## config.mk

```make
export PLATFORM = sky130hd
export DESIGN_NAME = fetch_unit
export DESIGN_NICKNAME = d
export VERILOG_FILES = /design/src/rtl/fetch_unit_pkg.sv /design/src/rtl/fetch_fifo.sv /design/src/rtl/fetch_unit.sv
export SDC_FILE = /design/constraint.sdc
export NUM_CORES = 1
export LEC_CHECK = 0
export BUFFER_PORTS_ARGS = -buffer_cell sky130_fd_sc_hd__clkbuf_2
export CORE_ASPECT_RATIO = 1.75
export CORE_MARGIN = 2
export CORE_UTILIZATION = 55
export CTS_CLUSTER_DIAMETER = 30
export DETAILED_ROUTE_END_ITERATION = 8
export PLACE_DENSITY = 0.83
export SYNTH_ARGS = -nofsm -noshare
export SYNTH_HDL_FRONTEND = slang
export SYNTH_HIERARCHICAL = 1
export SYNTH_SLANG_ARGS = --single-unit
```

## constraint.sdc

```tcl
create_clock -name clk -period 11.8 [get_ports clk]
set_clock_uncertainty 0.05 [all_clocks]
set_input_delay 2.36 -clock clk [delete_from_list [all_inputs] [get_ports clk]]
set_output_delay 2.36 -clock clk [all_outputs]
set_load 0.01 [all_outputs]
```

## src/rtl/fetch_unit_pkg.sv

```systemverilog
// Shared fetch-stage types and constants, also used by decode and imm_gen.
// Defines are guarded so the decode-side headers can provide them first.
`ifndef NOP_INSTR
`define NOP_INSTR 32'h0000_0013
`endif
`ifndef RESET_VECTOR
`define RESET_VECTOR 32'h0000_0000
`endif

package fetch_unit_pkg;

    localparam int XLEN = 32;
    localparam logic [XLEN-1:0] NOP_INSTR = `NOP_INSTR;
    localparam logic [XLEN-1:0] RESET_VECTOR = `RESET_VECTOR;

    typedef struct packed {
        logic [XLEN-1:0] instr;
        logic [XLEN-1:0] pc;
    } fetch_entry_t;

    function automatic logic [XLEN-1:0] word_align(input logic [XLEN-1:0] a);
        return {a[XLEN-1:2], 2'b00};
    endfunction

endpackage

```

## src/rtl/fetch_fifo.sv

```systemverilog
// Small synchronous FIFO with flush and occupancy count.
// DEPTH must be a power of two so the pointers wrap on their own.
module fetch_fifo #(
    parameter int WIDTH = 64,
    parameter int DEPTH = 2
) (
    input  logic                         clk,
    input  logic                         rst,
    input  logic                         flush,
    input  logic                         push,
    input  logic [WIDTH-1:0]             push_data,
    input  logic                         pop,
    output logic [WIDTH-1:0]             head,
    output logic [$clog2(DEPTH+1)-1:0]   count,
    output logic                         empty,
    output logic                         full
);

    localparam int PW = $clog2(DEPTH);
    localparam int CW = $clog2(DEPTH + 1);

    logic [WIDTH-1:0] mem [DEPTH];
    logic [PW-1:0]    wr_ptr;
    logic [PW-1:0]    rd_ptr;
    logic             do_push;
    logic             do_pop;

    assign empty   = (count == '0);
    assign full    = (count == CW'(DEPTH));
    assign do_push = push && !full;
    assign do_pop  = pop && !empty;
    assign head    = mem[rd_ptr];

    always_ff @(posedge clk or posedge rst) begin
        if (rst) begin
            wr_ptr <= '0;
            rd_ptr <= '0;
            count  <= '0;
        end else if (flush) begin
            wr_ptr <= '0;
            rd_ptr <= '0;
            count  <= '0;
        end else begin
            if (do_push) begin
                wr_ptr <= wr_ptr + PW'(1);
            end
            if (do_pop) begin
                rd_ptr <= rd_ptr + PW'(1);
            end
            count <= count + CW'(do_push) - CW'(do_pop);
        end
    end

    // Storage needs no reset; validity is tracked by count alone.
    always_ff @(posedge clk) begin
        if (do_push && !flush) begin
            mem[wr_ptr] <= push_data;
        end
    end

endmodule

```

## src/rtl/fetch_unit.sv

```systemverilog
// Instruction fetch stage: PC, credit-limited imem requests, response
// buffer toward decode, and redirect flush with in-flight drop counting.
module fetch_unit
    import fetch_unit_pkg::*;
#(
    parameter logic [31:0] RESET_PC  = RESET_VECTOR,
    parameter int          BUF_DEPTH = 2
) (
    input  logic        clk,
    input  logic        rst,
    output logic        imem_req_valid,
    input  logic        imem_req_ready,
    output logic [31:0] imem_req_addr,
    input  logic        imem_rsp_valid,
    input  logic [31:0] imem_rsp_data,
    input  logic        redirect_valid,
    input  logic [31:0] redirect_pc,
    output logic        id_valid,
    input  logic        id_ready,
    output logic [31:0] id_instr,
    output logic [31:0] id_pc
);

    localparam int CW = $clog2(BUF_DEPTH + 1);

    logic          rst_q;
    logic [31:0]   pc;
    logic [CW-1:0] drop;
    logic [CW-1:0] drop_next;
    logic [CW-1:0] outstanding;
    logic [CW-1:0] out_next;
    logic [CW-1:0] buf_count;
    logic [CW:0]   in_use;
    logic          req_fire;
    logic          rsp_fire;
    logic          rsp_keep;
    logic          id_pop;
    fetch_entry_t  buf_head;
    fetch_entry_t  buf_in;
    logic [31:0]   pcq_head;
    logic          buf_empty;
    logic          buf_full;
    logic          pcq_empty;
    logic          pcq_full;
    logic          unused_ok;

    assign unused_ok = buf_full ^ pcq_full;

    // Credit covers both buffered and in-flight words, so the buffer never overflows.
    assign in_use = {1'b0, buf_count} + {1'b0, outstanding};

    assign imem_req_valid = !rst_q && !redirect_valid
                          && (in_use < (CW + 1)'(BUF_DEPTH));
    assign imem_req_addr  = pc;

    assign req_fire = imem_req_valid && imem_req_ready;
    assign rsp_fire = imem_rsp_valid && !pcq_empty;
    assign rsp_keep = rsp_fire && (drop == '0) && !redirect_valid;
    assign id_pop   = id_valid && id_ready;
    assign out_next = outstanding + CW'(req_fire) - CW'(rsp_fire);

    assign buf_in = '{instr: imem_rsp_data, pc: pcq_head};

    always_comb begin
        drop_next = drop;
        if (redirect_valid) begin
            drop_next = out_next;
        end else if (rsp_fire && (drop != '0)) begin
            drop_next = drop - CW'(1);
        end
    end

    always_ff @(posedge clk or posedge rst) begin
        if (rst) begin
            rst_q <= 1'b1;
            pc    <= RESET_PC;
            drop  <= '0;
        end else begin
            rst_q <= 1'b0;
            drop  <= drop_next;
            if (redirect_valid) begin
                pc <= word_align(redirect_pc);
            end else if (req_fire) begin
                pc <= pc + 32'd4;
            end
        end
    end

    // The PC queue is never flushed: dropped responses still retire their entry.
    fetch_fifo #(
        .WIDTH (XLEN),
        .DEPTH (BUF_DEPTH)
    ) u_pcq (
        .clk       (clk),
        .rst       (rst),
        .flush     (1'b0),
        .push      (req_fire),
        .push_data (pc),
        .pop       (rsp_fire),
        .head      (pcq_head),
        .count     (outstanding),
        .empty     (pcq_empty),
        .full      (pcq_full)
    );

    fetch_fifo #(
        .WIDTH (2 * XLEN),
        .DEPTH (BUF_DEPTH)
    ) u_ibuf (
        .clk       (clk),
        .rst       (rst),
        .flush     (redirect_valid),
        .push      (rsp_keep),
        .push_data (buf_in),
        .pop       (id_pop),
        .head      (buf_head),
        .count     (buf_count),
        .empty     (buf_empty),
        .full      (buf_full)
    );

    assign id_valid = !buf_empty;
    assign id_instr = id_valid ? buf_head.instr : NOP_INSTR;
    assign id_pc    = id_valid ? buf_head.pc : 32'h0;

endmodule

```

==> After elaboration in Yosys (flattened, before gate mapping) <==
Memory sizes are Yosys's and may differ from the RTL's.
Cells that the tools add are included.
{ "totals": {"elab_cells": 69, "reg_bits": 43, "mem_count": 2, "rom_bits": 0, "inputBits": 70, "ram_bits": 192, "latch_bits": 0, "out_inout_bits": 98} }
{ "classes": {"n_shift": 0, "n_lt_le_gt_ge": 1, "reduce_logical": 27, "n_div": 0, "n_eq_ne": 2, "n_addsub": 13, "muxes": 15, "n_bitwise": 0, "mul": 0} }
{ "mem_list": {"columns": ["name", "words", "width", "read_ports", "rd_ports_with_merged_regs", "write_ports", "line_no", "source"], "rows": [
  ["u_ibuf.mem", 2, 64, 1, 0, 1, "fetch_fifo.sv:22", "logic [WIDTH-1:0] mem [DEPTH];"],
  ["u_pcq.mem", 2, 32, 1, 0, 1, "fetch_fifo.sv:22", null]
]} }
{ "op_table": {"columns": ["op", "n"], "rows": [
  ["32-bit two-way mux", 4],
  ["32-bit by 3-bit adder with 32-bit output, second input constant", 1],
  ["1-bit logical AND", 13],
  ["2-bit nonzero test", 5],
  ["1-bit two-way mux", 8],
  ["2-bit by 1-bit adder with 2-bit output", 3],
  ["1-bit zero test", 6],
  ["2-bit zero test", 3],
  ["2-bit two-way mux", 3],
  ["2-bit by 1-bit subtractor with 2-bit output", 3],
  ["1-bit adder, second input constant", 4],
  ["2-bit == test, second input constant", 2],
  ["2-bit by 2-bit adder with 3-bit output", 1],
  ["3-bit by 2-bit < comparator with 1-bit output, second input constant", 1],
  ["2-bit by 1-bit subtractor with 2-bit output, second input constant", 1]
]} }

==> Depth between registers and ports, before layout <==
Gate-level depths: netlist of the first run.
{ "logic_depth": {"word_depth": 9, "ltp_mapped": 14, "mapped_depth_nobuf": 12} }

==> Hierarchy <==
Netlist of the first run, hierarchy kept.
{ "modules_own_cells": {"columns": ["mod", "instances", "seq_area_each_um2", "cells_each", "area_each_um2"], "rows": [
  ["fetch_fifo (u_ibuf)", 1, 3943.8, 223, 5077.4],
  ["fetch_unit", 1, 827.0, 316, 2588.7],
  ["fetch_fifo (u_pcq)", 1, 2021.9, 124, 2573.7]
]} }

==> Worst setup path before layout of the first run <==
OpenSTA, ideal clock, no wires.
{ "synth_path": {"kind": "in2reg", "from": "input port redirect_valid", "to": "memory u_ibuf.mem[1][0] (enable)", "slack_ns": 3.576, "t_arrival_ns": 7.595, "required_time_ns": 11.171, "setup_time_ns": 0.579, "path_buffers": 1, "stages": 5, "cell_sequence": "buf_2 -> inv_1 -> and3_1 -> nand2b_4 -> nor3b_1"} }
{ "synth_between": {"elab_chain_cells": 6} }
{ "synth_rtl": {"columns": ["element", "line_no", "source"], "rows": [
  ["from (decl)", "fetch_unit.sv:16", "input logic redirect_valid,"],
  ["1-bit zero test", "fetch_unit.sv:58", "assign rsp_keep = rsp_fire && (drop == '0) && !redirect_valid;"],
  ["1-bit logical AND", "fetch_unit.sv:58", null],
  ["named net rsp_keep", "fetch_unit.sv:36", "logic rsp_keep;"],
  ["1-bit logical AND", "fetch_fifo.sv:30", "assign do_push = push && !full;"],
  ["1-bit logical AND", "fetch_fifo.sv:56", "if (do_push && !flush) begin"],
  ["1-bit two-way mux", "fetch_fifo.sv:56", null],
  ["1-bit two-way mux (not written as such)", "fetch_fifo.sv:57", "mem[wr_ptr] <= push_data;"],
  ["to (decl)", "fetch_fifo.sv:22", null]
]} }
The timed path passes the listed nets, and every way through them passes these cells.

==> Worst setup path after layout of the first run <==
{ "layout_path": {"from": "input port redirect_valid", "to": "output port imem_req_valid"} }
{ "layout_between": {"elab_chain_cells": 3} }
{ "layout_rtl": {"columns": ["element", "line_no", "source"], "rows": [
  ["1-bit zero test", "fetch_unit.sv:52", "assign imem_req_valid = !rst_q && !redirect_valid"],
  ["1-bit logical AND", "fetch_unit.sv:52", null],
  ["1-bit logical AND", "fetch_unit.sv:53", "&& (in_use < (CW + 1)'(BUF_DEPTH));"],
  ["to (decl)", "fetch_unit.sv:11", "output logic imem_req_valid,"]
]} }
No other way between the ends.

==> impl_table.tex, run 1 <==
\begin{tabular}{lr}
\hline
Metric & Value \\
\hline
\multicolumn{2}{l}{\textbf{Logic synthesis}} \\
\quad Count of distinct cell types in the synthesized netlist & 61 \\
\quad Most frequent cell after synthesis & edfxtp\_1 \\
\quad Count of synthesis-stage warnings from yosys & 6 \\
\quad FF+latch count, synth & 233 \\
\quad Most instantiated flip-flop cell in the synthesis netlist & edfxtp\_1 \\
\quad Area share of the largest cell type after synthesis & between 50\% and 60\% \\
\quad Fraction of the yosys area taken by sequential cells & 66.3\% \\
\quad Post-synth ARST share & approximately 18\% \\
\quad Number of instances in the synthesized netlist & $\sim$660 \\
\quad Top area cells in the synthesized netlist & edfxtp\_1, dfrtp\_1, mux2\_4, mux2\_2, nor2b\_1 \\
\quad Yosys top cell by area & edfxtp\_1 \\
\quad Synth cell count leaders & edfxtp\_1, nor2b\_1, mux2\_4 \\
\quad Count of flip-flops with a built-in enable after synthesis & $\sim$190 \\
\quad Netlist area before placement & 0.0102 mm² \\
\quad Average cell area after synthesis & $\sim$15 µm² \\
\multicolumn{2}{l}{\textbf{Critical path}} \\
\quad Critical register-to-register path startpoint & u\_ibuf/count[0]\$\_DFF\_PP0\_ \\
\quad Cells along the critical path & clkbuf\_2, buf\_4, nor4\_4, clkbuf\_2 \\
\quad Max incr delay on CP & between 400 and 500 ps \\
\quad Slowest cell on the critical path & nor4\_4 \\
\quad Crit path buf inv count & 3 \\
\quad Most used cell along the critical path & clkbuf\_2 \\
\quad Arrival time at the worst endpoint & around 3300 ps \\
\quad Source of the critical timing path & redirect\_valid \\
\quad Worst-path fanout max & 49 \\
\quad Critical Path Start Type & input port \\
\quad CP top delay family & buffers and inverters \\
\quad Critical path endpoint category & output port \\
\quad Required @ worst endpoint & about 9400 ps \\
\quad Kind of critical path & input port to output port \\
\multicolumn{2}{l}{\textbf{Drt}} \\
\quad Total wire length & about 20000 µm \\
\quad Detailed-router iteration count before antenna repair & 5 \\
\quad Via density per instance & $\sim$5.5 \\
\quad Average detailed-routed wire length per instance & about 18 µm \\
\quad Number of nets with antenna violations after routing & 0 \\
\quad Number of design-rule violations left by the first detailed-router iteration & between 300 and 400 \\
\quad Total vias in the final route & $\sim$6k \\
\quad Total DRC errors in the routed layout & 0 \\
\multicolumn{2}{l}{\textbf{STA}} \\
\quad Setup Viol. Count Final & 0 \\
\quad Final TNS setup & 0 ps \\
\quad Total count of hold-check failures in the final report & 0 \\
\quad Hold slack & roughly 520 ps \\
\quad Part of the cycle the worst path needs & 48.7\% \\
\quad Final number of max-transition violations & 0 \\
\quad Worst-case headroom to the max-slew limit & $\sim$24\% \\
\quad Shortest clock period the worst path allows after layout & roughly 5700 ps \\
\quad Worst-margin pin slew & 1140 ps \\
\quad Achievable frequency & 0.174 GHz \\
\quad RSZ-0062 raised after global routing & false \\
\multicolumn{2}{l}{\textbf{Place}} \\
\quad Cell Count Post-Placement & roughly 1.1k \\
\quad Detail Placement HPWL & $\sim$13000 µm \\
\quad RD Place Congestion & about 0.8 \\
\quad Buffers added on ports & 163 \\
\multicolumn{2}{l}{\textbf{Final layout}} \\
\quad Final non-filler cell total & approximately 1.1k \\
\quad Utilization after layout & approximately two thirds \\
\quad Antenna cells & 0 \\
\quad Fraction of final layout cells with drive strength greater than 1 & 39.8\% \\
\quad Final-stage net count & about 900 \\
\quad Growth of design area from synthesis to finish & 18.6\% \\
\multicolumn{2}{l}{\textbf{GRT}} \\
\quad Pin count of the biggest net entering global routing & 67 \\
\quad Total congestion overflow & 0 \\
\quad Wire length of the first global-routing pass & around 31000 µm \\
\quad GR Util All Layers & 20.1\% \\
\quad Number of antenna violations at the first check in global routing & 0 \\
\quad Number of global-route vias before repair & 6159 \\
\multicolumn{2}{l}{\textbf{Clocking}} \\
\quad Clock Tree Buf Depth & 3 \\
\quad TritonCTS clock tree & done \\
\quad Reg clk slew, reported paths & 60 ps \\
\quad Cts bufs inserted & 27 \\
\quad Total number of H-tree levels & 1 \\
\quad Hold buffers post-CTS & 0 \\
\quad Buffers inserted during post-CTS setup optimization & 0 \\
\quad Root buffer selected by CTS & clkbuf\_16 \\
\quad Clock latency of the later-clocked register in the worst-skew pair & about 530 ps \\
\quad Count of cells resized by post-cts repair & 0 \\
\quad Number of sinks driven by the clock tree & between 200 and 250 \\
\multicolumn{2}{l}{\textbf{Pwr}} \\
\quad Peak supply drop & 0.0990 mV \\
\quad P per Cell Area & roughly 150 mW/mm² \\
\quad Leakage power & around 0.0047 µW \\
\multicolumn{2}{l}{\textbf{Floorplan}} \\
\quad Number of placed I/O pins & $\sim$170 \\
\quad DIE WIDTH & approximately 110 µm \\
\quad Count of standard-cell rows & 66 \\
\quad Die area & $\sim$0.02 mm² \\
\quad DIE HEIGHT & between 150 and 200 µm \\
\quad Initial core utilization & a little under three fifths \\
\quad Core Box Area & roughly 0.018 mm² \\
\multicolumn{2}{l}{\textbf{Min path}} \\
\quad Startpoint of the tightest hold check path & u\_pcq/mem[0][9]\$\_DFFE\_PP\_ \\
\quad Type of the tightest min-delay check & register to register \\
\multicolumn{2}{l}{\textbf{Run}} \\
\quad Reported max-cap violation count & 0 \\
\multicolumn{2}{l}{\textbf{Run status}} \\
\quad Status & finished, final reports clean \\
\hline
\end{tabular}
final timing paths:
check	endpoint	slack [ps]	depth (start not counted)
setup / recovery	imem_req_valid	6050	4
hold / removal	u_ibuf/mem[0][9]$_DFFE_PP_	520	1
setup reg to reg	u_pcq/mem[1][11]$_DFFE_PP_	8260	9
hold reg to reg	u_ibuf/mem[0][9]$_DFFE_PP_	520	1
max in group asynchronous	rst_q$_DFF_PP1_	9480	3
min in group asynchronous	u_ibuf/count[1]$_DFF_PP0_	1660	2
per-stage QoR:
| stage | area (µm²) | worst slack (ps) | total power (µW) |
|---|---|---|---|
| after floorplan | 10300 | 3580 | 1000 |
| after global placement | 11300 | 6060 | 1040 |
| after detailed placement | 11300 | 6060 | 1050 |
| after CTS | 12100 | 6060 | 1820 |
| after global routing | 12100 | 6000 | 1870 |
| final | 12100 | 6050 | 1810 |
metal layers:
layer / track usage (%) / wire length (µm) / vias up
met2: 36.5 / 10300 / 247
met1: 23.1 / 7390 / 2885
li1: - / - / 2842
met3: 3.50 / 1280 / 48
met4: 8.42 / 622 / 0
met5: 0 / 0 / -
where the power goes:
part / total [µW] / switching, µW / internal, µW
clock network: 778 / 342 / 436
registers: 939 / 28.8 / 910
logic: 91.4 / 51.4 / 40.0
total: 1810 / 422 / 1390
final cells by class:
| class | count | area, µm² |
|---|---|---|
| sequential | 233 | 6800 |
| inverter | 16 | 61.3 |
| fill | 1331 | 6270 |
| multi-input combinational | 395 | 3240 |
| timing repair buffer | 172 | 883 |
| clock buffer | 29 | 683 |
| tap | 238 | 298 |
| clock inverter | 20 | 176 |
kinds of logic (layout without fill, tap and decap cells):
family / after synthesis / count (layout) / share of synthesized area, %
XOR/XNOR: 7 / 7 / 0.599
AO/OA/AOI/OAI: 61 / 61 / 4.15
AND/OR/NAND/NOR: 204 / 204 / 12.1
other: 1 / 14 / 0.0366
buffers and inverters: 48 / 237 / 2.74
adder cells (fa/ha/maj): 9 / 9 / 1.17
multiplexers: 100 / 100 / 12.9
flip-flops: 233 / 233 / 66.3
state kept, by name (all words and copies together), names as in the netlist:
signal         cells
u_ibuf/count       2
imem_req_addr     30
u_ibuf/wr_ptr      1
u_pcq/count        2
u_ibuf/rd_ptr      1
u_pcq/wr_ptr       1
u_pcq/rd_ptr       1
u_pcq/mem         64
rst_q              1
u_ibuf/mem       128
drop               2
cell usage in the layout (no fill, tap or decap), types with 6 or more instances in the layout:
cell type / Yosys / layout
edfxtp_1: 192 / 192
clkbuf_2: 0 / 163
nor2b_1: 70 / 70
mux2_4: 52 / 52
mux2_2: 46 / 46
dfrtp_1: 40 / 39
nand2_1: 33 / 33
clkbuf_16: 0 / 27
nand3_1: 22 / 22
nor2_1: 20 / 19
inv_1: 15 / 15
conb_1: 1 / 14
o21ai_1: 9 / 9
buf_4: 3 / 9
nand4_1: 8 / 8
and3_1: 8 / 8
o311ai_1: 8 / 8
ha_1: 8 / 8
o21ai_0: 7 / 7
o211ai_1: 7 / 7
a21oi_1: 7 / 7
inv_6: 0 / 6
No activity file was read; power rests on OpenSTA's default activity.
==> run 2, diff against run 1 <==
==> constraint.sdc (replaced) <==
create_clock -name clk -period 5.4 [get_ports clk]
set_clock_uncertainty 0.05 [all_clocks]
set_input_delay 1.08 -clock clk [delete_from_list [all_inputs] [get_ports clk]]
set_output_delay 1.08 -clock clk [all_outputs]
set_load 0.01 [all_outputs]
==> run 2 against run 1 <==
  * Register-to-register slack worse by 6400 ps
  * Worst setup slack worse by 4300 ps
  * Hold slack worse by 92 ps
  * Power up 130%
  * Core utilization up 0.35 points
  * Critical path depth down 1
  * Sequential cell count unchanged
  * Non-clock buffer count unchanged
  * Via count up 1.4%
  * Combinational power up 120%
  * Clock power up 140%
  * Routed wire length up 2.8%
  * Critical endpoint is now id_instr[4]
==> impl_table.tex, run 2 (synthesis gave the netlist of run 1 again) <==
\begin{tabular}{lr}
\hline
Metric & Value \\
\hline
\multicolumn{2}{l}{\textbf{Critical path}} \\
\quad Crit path buf inv count & 1 (was 3) \\
\quad Critical Path Start Type & register (was input port) \\
\quad Worst-path fanout max & 65 (was 49) \\
\quad CP top delay family & flip-flops (was buffers and inverters) \\
\quad Cells along the critical path & mux2\_4, or2\_2, clkbuf\_2 (was clkbuf\_2, buf\_4, nor4\_4, clkbuf\_2) \\
\quad Slowest cell on the critical path & dfrtp\_4 (was nor4\_4) \\
\quad Critical path endpoint category & output port (unchanged) \\
\quad Arrival time at the worst endpoint & 2490 ps (was 3340 ps) \\
\quad Required @ worst endpoint & 4270 ps (was 9390 ps) \\
\quad Kind of critical path & register to output port (was input port to output port) \\
\quad Max incr delay on CP & 1180 ps (was 410 ps) \\
\multicolumn{2}{l}{\textbf{GRT}} \\
\quad Total congestion overflow & 0 (unchanged) \\
\quad Pin count of the biggest net entering global routing & 66 (was 67) \\
\quad Wire length of the first global-routing pass & 32000 µm (was 31300 µm) \\
\quad Number of global-route vias before repair & 6066 (was 6159) \\
\quad GR Util All Layers & 20.5\% (was 20.1\%) \\
\quad Number of antenna violations at the first check in global routing & 0 (unchanged) \\
\multicolumn{2}{l}{\textbf{Drt}} \\
\quad Via density per instance & 5.55 (was 5.46) \\
\quad Total wire length & 20100 µm (was 19600 µm) \\
\quad Detailed-routed wire length on met3 & 1210 µm (was 1280 µm) \\
\quad Routed length on met2 & 10700 µm (was 10300 µm) \\
\quad Average detailed-routed wire length per instance & 18.3 µm (was 17.7 µm) \\
\quad Total vias in the final route & 6109 (was 6022) \\
\quad Total DRC errors in the routed layout & 0 (unchanged) \\
\quad Top routing layer in use & met4 (unchanged) \\
\quad Number of nets with antenna violations after routing & 0 (unchanged) \\
\quad Number of design-rule violations left by the first detailed-router iteration & 280 (was 331) \\
\quad Detailed-router iteration count before antenna repair & 4 (was 5) \\
\quad Met1 layer wirelength in the final routing & 7680 µm (was 7390 µm) \\
\multicolumn{2}{l}{\textbf{Pwr}} \\
\quad Peak supply drop & 0.277 mV (was 0.0990 mV) \\
\quad Net Sw Frac & 21.8\% (was 23.4\%) \\
\quad Portion of total power attributed to sequential cells & 50.3\% (was 51.9\%) \\
\quad P per Cell Area & 335 mW/mm² (was 149 mW/mm²) \\
\quad Total chip power & 4080 µW (was 1810 µW) \\
\quad Pint & 3200 µW (was 1390 µW) \\
\quad Leakage power & 0.00476 µW (was 0.00472 µW) \\
\quad Clock Power Share & 44.8\% (was 43.0\%) \\
\quad Net Switching & 888 µW (was 422 µW) \\
\quad Combinational fraction of design power & 4.9\% (was 5.1\%) \\
\multicolumn{2}{l}{\textbf{Place}} \\
\quad Detail Placement HPWL & 13100 µm (was 12600 µm) \\
\quad Buffers added on ports & 163 (unchanged) \\
\quad RD Place Congestion & 0.821 (was 0.815) \\
\quad Dpl ws & 1810 ps (was 6060 ps) \\
\multicolumn{2}{l}{\textbf{Final layout}} \\
\quad Commonest non-fill, non-tap cells in the layout & edfxtp\_1, clkbuf\_2, nor2b\_1 (unchanged) \\
\quad Antenna cells & 0 (unchanged) \\
\quad Fraction of final layout cells with drive strength greater than 1 & 39.9\% (was 39.8\%) \\
\quad Utilization after layout & 66.3\% (was 65.9\%) \\
\quad Final-stage net count & 923 (was 924) \\
\quad Largest reg by FF count & u\_ibuf/mem (unchanged) \\
\quad Growth of design area from synthesis to finish & 19.2\% (was 18.6\%) \\
\quad Commonest non-fill, non-tap cell in the layout & edfxtp\_1 (unchanged) \\
\quad Flip-flop count of the largest register, all copies and words added & 128 (unchanged) \\
\multicolumn{2}{l}{\textbf{Floorplan}} \\
\quad DIE HEIGHT & 185 µm (unchanged) \\
\quad Core Box Area & 0.0184 mm² (unchanged) \\
\quad Initial core utilization & 55.6\% (unchanged) \\
\quad Number of placed I/O pins & 168 (unchanged) \\
\quad DIE WIDTH & 107 µm (unchanged) \\
\quad Die area & 0.0198 mm² (unchanged) \\
\quad Count of standard-cell rows & 66 (unchanged) \\
\multicolumn{2}{l}{\textbf{STA}} \\
\quad Final number of max-transition violations & 0 (unchanged) \\
\quad Worst-margin pin slew & 1150 ps (was 1140 ps) \\
\quad Total count of hold-check failures in the final report & 0 (unchanged) \\
\quad Final Worst Setup Slack & 1780 ps (was 6050 ps) \\
\quad Hold slack & 423 ps (was 515 ps) \\
\quad Final TNS setup & 0 ps (unchanged) \\
\quad Setup Viol. Count Final & 0 (unchanged) \\
\quad Part of the cycle the worst path needs & 67.0\% \\
\quad Shortest clock period the worst path allows after layout & 3620 ps \\
\quad RSZ-0062 raised after global routing & false (unchanged) \\
\quad Achievable frequency & between 0.2 and 0.3 GHz \\
\quad Worst-case headroom to the max-slew limit & 23.3\% (was 24.0\%) \\
\multicolumn{2}{l}{\textbf{Clocking}} \\
\quad Hold buffers post-CTS & 0 (unchanged) \\
\quad Total number of H-tree levels & 1 (unchanged) \\
\quad Reg clk slew, reported paths & 60 ps (about the same) \\
\quad Root buffer selected by CTS & clkbuf\_16 (unchanged) \\
\quad Count of cells resized by post-cts repair & 0 (unchanged) \\
\quad Number of sinks driven by the clock tree & 233 (unchanged) \\
\quad TritonCTS clock tree & done (unchanged) \\
\quad Clock latency of the later-clocked register in the worst-skew pair & 520 ps (was 530 ps) \\
\quad Clock Tree Buf Depth & 3 (unchanged) \\
\quad Cts bufs inserted & 26 (was 27) \\
\quad Buffers inserted during post-CTS setup optimization & 0 (unchanged) \\
\multicolumn{2}{l}{\textbf{Min path}} \\
\quad Type of the tightest min-delay check & input port to async pin (was register to register) \\
\multicolumn{2}{l}{\textbf{Run status}} \\
\quad Status & finished, final reports clean (unchanged) \\
\multicolumn{2}{l}{\textbf{Run}} \\
\quad Reported max-cap violation count & 0 (unchanged) \\
\hline
\end{tabular}
## run 2: changes by cell type in the layout (fill, tap and decap cells not counted), sizes merged
cell and change:
bufinv +4, clkbuf -1, clkinv -2, clkinvlp -1, inv -2
## run 2: layer usage
layer / vias to the layer above / global-route usage [%]
met2: 259 / 36.4
li1: 2834 / -
met4: 0 / 7.84
met5: - / 0
met3: 36 / 2.65
met1: 2980 / 25.4
## run 2: final cells by class
type / count / area [µm²]
flip-flops and latches: 233 / 6800
fillers: 1307 / 6210
multi-input cells: 395 / 3260
repair buffers: 172 / 883
clock buffers: 28 / 679
well taps: 238 / 298
clock inverters: 19 / 231
inverters: 16 / 61.3
## run 2: worst paths after layout
check | startpoint | end | slack [ps] | depth (start not counted)
hold reg to reg | u_pcq/rd_ptr$_DFFE_PP0P_ | u_pcq/rd_ptr$_DFFE_PP0P_ | 510 | 2
min in group clk | u_pcq/rd_ptr$_DFFE_PP0P_ | u_pcq/rd_ptr$_DFFE_PP0P_ | 510 | 2
setup reg to reg | u_pcq/count[0]$_DFF_PP0_ | u_pcq/count[1]$_DFF_PP0_ | 1840 | 13
hold / removal | rst | u_ibuf/rd_ptr$_DFFE_PP0P_ | 420 | 2
setup / recovery | u_ibuf/rd_ptr$_DFFE_PP0P_ | id_instr[4] | 1780 | 3
max in group asynchronous | rst | imem_req_addr[16]$_DFFE_PP0P_ | 4300 | 3
## run 2: stage by stage
step,area [µm²],instances
global route,12200,1101
global placement,11300,1054
CTS,12200,1101
finish,12200,1101
detailed placement,11300,1054
floorplan,10300,676
## run 2: power groups by stage
stage	clock [µW]	sequential, µW	combinational [µW]
5_1_grt	1930	2060	223
6_report	1830	2050	200
3_3_place_gp	0	2080	192
3_5_place_dp	0	2090	200
4_1_cts	1860	2050	202
2_1_floorplan	0	2080	108
## run 2: worst register-to-register path, cell delays in order, from the launching register on
cell and delay (ps):
dfrtp_1 460, and2_1 210, fa_1 490, nor4_4 430, nand2_2 80, buf_4 230
clkinv_2 350, nand2b_4 130, ha_1 310, inv_1 50, ha_1 180, xor2_1 150
and2_2 190, nor3_1 160
